$ cat src/rtl/imem_arbiter.sv
// imem_arbiter: shares one single-port memory (LAT-cycle registered read) between IF and LS, one transaction at a time.
// Optional macro IMEM_ARB_RR_EN selects round-robin tie-break; otherwise LS wins ties.
module imem_arbiter #(
  parameter int ADDR_W = 32,
  parameter int DATA_W = 32,
  parameter int LAT    = 1
) (
  input  logic              clk,
  input  logic              rst_n,
  input  logic              i_if_req_valid,
  output logic              o_if_req_ready,
  input  logic [ADDR_W-1:0] i_if_addr,
  output logic              o_if_rsp_valid,
  output logic [DATA_W-1:0] o_if_rsp_data,
  input  logic              i_ls_req_valid,
  output logic              o_ls_req_ready,
  input  logic [ADDR_W-1:0] i_ls_addr,
  input  logic              i_ls_we,
  input  logic [DATA_W-1:0] i_ls_wdata,
  input  logic [3:0]        i_ls_wmask,
  output logic              o_ls_rsp_valid,
  output logic [DATA_W-1:0] o_ls_rsp_data,
  output logic              o_mem_en,
  output logic              o_mem_we,
  output logic [ADDR_W-3:0] o_mem_addr,
  output logic [DATA_W-1:0] o_mem_wdata,
  output logic [3:0]        o_mem_wmask,
  input  logic [DATA_W-1:0] i_mem_rdata
);
  typedef enum logic [1:0] {IDLE, ISSUE, WAIT, RESP} state_t;
  state_t            r_state, w_next;
  logic [2:0]        r_cnt;
  logic              r_owner, r_we;
  logic [ADDR_W-3:0] r_addr;
  logic [DATA_W-1:0] r_wdata;
  logic [3:0]        r_wmask;
  logic              w_idle, w_issue, w_resp, w_grant_ls, w_hs;
  logic              w_unused;
  assign w_unused = ^{i_if_addr[1:0], i_ls_addr[1:0]};
`ifdef IMEM_ARB_RR_EN
  logic r_last_ls;
  always_ff @(posedge clk or negedge rst_n)
    if (!rst_n) r_last_ls <= 1'b1;
    else if (w_hs) r_last_ls <= w_grant_ls;
  assign w_grant_ls = i_ls_req_valid && (!i_if_req_valid || !r_last_ls);
`else
  assign w_grant_ls = i_ls_req_valid;
`endif
  always_comb begin
    w_idle         = r_state == IDLE;
    w_issue        = r_state == ISSUE;
    w_resp         = r_state == RESP;
    w_hs           = w_idle && (i_if_req_valid || i_ls_req_valid);
    w_next         = w_idle ? (w_hs ? ISSUE : IDLE) :
                     w_issue ? WAIT :
                     (r_state == WAIT) ? ((r_cnt == 3'(LAT - 1)) ? RESP : WAIT) : IDLE;
    // ready is masked during reset so every output reads 0 while rst_n is low
    o_if_req_ready = rst_n && w_idle && i_if_req_valid && !w_grant_ls;
    o_ls_req_ready = rst_n && w_idle && w_grant_ls;
    o_mem_en       = w_issue;
    o_mem_we       = w_issue && r_we;
    o_mem_addr     = w_issue ? r_addr : '0;
    o_mem_wdata    = w_issue ? r_wdata : '0;
    o_mem_wmask    = w_issue ? r_wmask : '0;
    o_if_rsp_valid = w_resp && !r_owner;
    o_ls_rsp_valid = w_resp && r_owner;
    o_if_rsp_data  = (w_resp && !r_owner) ? i_mem_rdata : '0;
    o_ls_rsp_data  = (w_resp && r_owner && !r_we) ? i_mem_rdata : '0;
  end
  always_ff @(posedge clk or negedge rst_n)
    if (!rst_n) r_state <= IDLE;
    else r_state <= w_next;
  always_ff @(posedge clk or negedge rst_n)
    if (!rst_n) begin
      r_cnt   <= '0;
      r_owner <= 1'b0;
      r_we    <= 1'b0;
      r_addr  <= '0;
      r_wdata <= '0;
      r_wmask <= '0;
    end else begin
      r_cnt <= (r_state == WAIT) ? r_cnt + 3'd1 : 3'd0;
      if (w_hs) begin
        r_owner <= w_grant_ls;
        r_addr  <= w_grant_ls ? i_ls_addr[ADDR_W-1:2] : i_if_addr[ADDR_W-1:2];
        r_we    <= w_grant_ls && i_ls_we;
        r_wdata <= w_grant_ls ? i_ls_wdata : '0;
        r_wmask <= w_grant_ls ? i_ls_wmask : 4'd0;
      end
    end
endmodule

$ cat config.mk
export PLATFORM = sky130hd
export DESIGN_NAME = imem_arbiter
export DESIGN_NICKNAME = d
export VERILOG_FILES = /design/src/rtl/imem_arbiter.sv
export SDC_FILE = /design/constraint.sdc
export NUM_CORES = 1
export LEC_CHECK = 0
export BUFFER_PORTS_ARGS = -buffer_cell sky130_fd_sc_hd__buf_2
export CORE_ASPECT_RATIO = 1.4
export CORE_MARGIN = 2
export CORE_UTILIZATION = 39
export DETAILED_ROUTE_END_ITERATION = 16
export PLACE_DENSITY = 0.8
export REMOVE_ABC_BUFFERS = 1
export SETUP_SLACK_MARGIN = 0.1
export SYNTH_ARGS = -nofsm -noshare
export SYNTH_HDL_FRONTEND = slang
export SYNTH_SLANG_ARGS = --single-unit
$ cat constraint.sdc
create_clock -name clk -period 1.72 [get_ports clk]
set_clock_uncertainty 0.2 [all_clocks]
set_input_delay 0.344 -clock clk [delete_from_list [all_inputs] [get_ports clk]]
set_output_delay 0.344 -clock clk [all_outputs]
set_load 0.005 [all_outputs]
* Word level (Yosys, flattened, before mapping) *
Cells that the tools add are included.

cells by class
  $add $sub $neg = 1
  eq/ne operators = 3
  mux-type cells = 14
  reductions and logical operators = 16

operators by type and width
  operator                                              number
  two-way mux 32 bit                                    4
  two-way mux 30 bit                                    2
  logical AND 1 bit                                     10
  two-way mux 4 bit                                     2
  two-way mux 2 bit                                     3
  equality test 2 bit (second input constant)           2
  adder 3 x 1 -> 3 bit (second input constant)          1
  zero test 1 bit                                       3
  zero test 3 bit                                       1
  two-way mux 3 bit                                     1
  equality test 2 x 1 -> 1 bit (second input constant)  1
  zero test 2 bit                                       1
  two-way mux 1 bit                                     2
  logical OR 1 bit                                      1

storage, ports and cells
  flip-flop bits (word level) = 73
  word-level logic and storage cells = 41

* Longest topological paths before layout *
  depth in word-level cells = 5
  depth in mapped cells = 6
  gate-level depth less buffers = 4

* Worst setup path after synthesis *
OpenSTA, ideal clock, no wires.

  kind = register -> output
  start point = register r_state[1]
  end point = output o_mem_wdata[10]
  data arrival time = 1266 ps
  required time = 1176 ps
  path slack = -90 ps
  cell stages (with the launch flop) = 6
  path through = dfrtp_1 > inv_1 > ha_1 > clkbuf_1 > clkbuf_1 > and2_1

on the way
  longest elaborated chain between the ends = 2

RTL lines
  what                          line  RTL
  start, declared               31    state_t r_state, w_next;
  start signal, assigned        72    else r_state <= w_next;
  equality test 2 x 1 -> 1 bit  51    w_issue = r_state == ISSUE;
  named net o_mem_en            23    output logic o_mem_en,
  two-way mux 32 bit            63    o_mem_wdata = w_issue ? r_wdata : '0;
  end, declared                 26    output logic [DATA_W-1:0] o_mem_wdata,

The timed path passes the listed nets, and every way through them passes these cells.

* Final worst setup path *
  start point = register r_state[1]
  end point = output o_ls_rsp_data[6]

on the way
  longest elaborated chain between the ends = 4

RTL lines
  what                            line  RTL
  equality test 2 bit             52    w_resp = r_state == RESP;
  logical AND 1 bit (2 in a row)  68    o_ls_rsp_data = (w_resp && r_owner && !r_we) ? i_mem_rdata : '0;
  two-way mux 32 bit              68
  end, declared                   22    output logic [DATA_W-1:0] o_ls_rsp_data,

Every way passes these cells.

==> impl_metrics.py <==
metrics = {
    "worst_setup_path": {
        "path_cells": "ha_2 > and3b_1 > buf_12 > and2_4 > buf_2",
        "crit_path_max_incr_delay_ns": 0.40,
        "arrival_ns": 1.57,
        "crit_required_ns": 1.18,
        "startpoint_type": "flop",
        "slowest_stage": "dfrtp_1",
        "worst-path-buf-inv": 2,
        "worstSetupPathType": "reg2out",
        "path_delay_family": "flip-flops",
        "cp_max_fo": 32,
        "end_kind": "primary output",
    },
    "drt": {
        "drtPass1Iterations": 4,
        "drt-total-wl_mm": 12.8,
        "drt_first_iter_violations": 177,
        "vias": 4081,
        "antenna_left": 0,
        "via_per_inst": 4.82,
        "drc": 0,
        "routedWlPerCell_microns": 15.2,
    },
    "floorplan": {
        "die_h_microns": 129,
        "chipWidth_microns": 93.1,
        "fp-row-count": 45,
        "die_area_sq_um": 12000,
        "core_sq_um": 10800,
        "initial_utilization": 0.401,
        "io_pins": 273,
    },
    "global_route": {
        "track_usage": 0.207,
        "grt_antenna_before_repair": 0,
        "grt_overflow": 0,
        "first_global_vias": 4085,
        "grt_max_degree": 74,
        "grt_pass1_wl_mm": 19.2,
    },
    "finish": {
        "diodes": 0,
        "synthToLayoutAreaGrowth_pct": 46.3,
        "layout-drive-gt1-share": 0.510,
        "nNetsFinal": 844,
        "final_cells": 847,
    },
    "timing": {
        "clock.fmax_ghz": 0.472,
        "relSlewSlack": 0.383,
        "worst_slack_ns": -0.398,
        "rsz0062_at_grt": "yes",
        "worst_pin_slew_ns": 0.925,
        "min_period_ns": 2.12,
        "setup_viol": 181,
        "post-route-period-util": 1.23,
        "finalHoldViolations": 0,
        "slew_viol_final": 0,
        "hold_slack_ns": 0.0573,
    },
    "placed_design": {
        "placed_cells": 826,
        "globalplace.congestion": 0.803,
        "io_buffers": 268,
        "pre_cts_slack_ns": -0.166,
        "dp_hpwl_mm": 9.44,
    },
    "logic_synthesis": {
        "yosysTopAreaCell": "dfrtp_1",
        "synth_top_area_frac": 0.422,
        "synth_area_sq_um": 4330,
        "yosysSeqAreaShare": 0.422,
        "postSynthAreaPerCell_sq_um": 10.1,
        "synthTopCellsByArea": "dfrtp_1, and2_1, mux2_4",
        "netlist_instances": 430,
        "ys_ff_latch": 73,
        "yosysWarnings": 0,
        "yosysUniqueCellTypes": 22,
    },
    "status": {
        "status": "complete, but fails checks",
        "violations": "setup timing",
    },
    "hold_path": {
        "min_path_type": "in2reg",
    },
    "clock_tree": {
        "clk_latency_ns": 0.32,
        "clk_pin_slew_ns": 0.06,
        "clock-root-buffer": "clkbuf_16",
        "htree_levels": 3,
        "cts_tree": "built",
        "clock_path_buffers": 2,
        "hold_buffers": 0,
        "numCtsBuffers": 9,
        "cts_sinks": 73,
    },
    "pwr": {
        "p_per_area_nw_per_um2": 1420,
        "p_leak_nw": 3.53,
        "vdd_drop_max_mv": 0.843,
        "finalPower_w": 0.00900,
    },
    "run": {
        "maxCapViolations": 0,
    },
}
-- where the power goes --
part	leakage [nW]	internal [W]	total [W]	switching, W
logic	2.49	0.00236	0.00422	0.00185
clock network	0.137	0.00112	0.00185	0.000727
registers	0.901	0.00252	0.00294	0.000425
-- synth_stat cells, drive strengths merged --
cell      n
dfrtp    73
o21ai    37
and3      1
a21o      1
o21a      1
mux2     61
and3b     1
clkbuf   21
and2    134
inv      41
buf      11
ha        6
and4b     1
nand3    37
nor2b     2
xor2      1
nor4b     1
-- final timing paths --
kind / endpoint / slack, ns / startpoint / depth (start not counted)
worst max-delay path: o_ls_rsp_data[6] / -0.40 / r_state[1] / 5
worst min-delay path: r_wdata[21] / 0.06 / i_ls_wdata[21] / 3
worst min register to register: r_cnt[0] / 0.27 / r_cnt[0] / 1
worst max register to register: r_addr[6] / -0.17 / r_state[0] / 6
max in group asynchronous: r_state[0] / 0.65 / rst_n / 2
min in group asynchronous: r_addr[12] / 0.07 / rst_n / 2
-- sequential cells by signal, summed over array words and instances (netlist names) --
register  flops
r_addr       30
r_cnt         3
r_owner       1
r_state       2
r_wdata      32
r_we          1
r_wmask       4
-- placed cells by master (no fill, tap or decap), drive strengths merged --
cell      count
clkinv        3
xor2          1
clkinvlp      3
nor2b         2
inv          41
and2        134
and4b         1
bufinv        1
buf         290
mux2         61
and3b         1
o21a          1
dfrtp        73
a21o          1
nor4b         1
ha            6
clkbuf       11
and3          1
nand3        37
o21ai        37
-- worst reg2reg max path, delay by kind of cell (launching register included) --
family / cells / cell delay, ns
AOI/OAI and AO/OA: 1 / 0.21
muxes: 1 / 0.34
buffers and inverters: 3 / 0.41
adders and majority gates: 1 / 0.25
DFF: 1 / 0.38
-- per-layer routing --
layer	vias to the layer above	track usage	routed length, microns
met1	1921	0.215	4670
met3	29	0.0504	984
met5	-	0	0
li1	1918	-	-
met4	0	0.0822	285
met2	213	0.393	6900
-- stage by stage --
stage	area, sq um	TNS [ns]	util
after CTS	6270	-54.56	0.580
after detailed placement	5910	-7.97	0.546
final	6340	-50.54	0.586
after global placement	5910	-3.98	0.546
after global routing	6340	-65.73	0.586
after floorplan	4150	-93.08	-
-- repair_timing --
action / 4_1_cts / 5_1_grt
resized for setup: 9 / 3
setup endpoints to repair: 200 / 205
endpoints found under the hold margin: 0 / 0
pin swaps: 0 / 1
setup buffers: 1 / 1
gates cloned: 1 / 2
-- area by class of cell --
class / instances / area, sq um
clock inverter: 7 / 71.3
timing repair buffer: 292 / 1690
inverter: 41 / 154
sequential: 73 / 1830
multi-input combinational: 284 / 2190
clock buffer: 9 / 225
fill: 955 / 4470
tap: 141 / 176
-- cells by family (layout without fill, tap and decap cells) --
kind of cell,count (synthesis),count (layout),synth area share
AO/OA/AOI/OAI,39,39,0.0479
XOR/XNOR,1,1,0.00202
adder cells (fa/ha/maj),6,6,0.0173
buffers and inverters,73,349,0.0786
flip-flops,73,73,0.422
multiplexers,61,61,0.185
AND/OR/NAND/NOR,177,177,0.247
No activity file was read; power rests on OpenSTA's default activity.
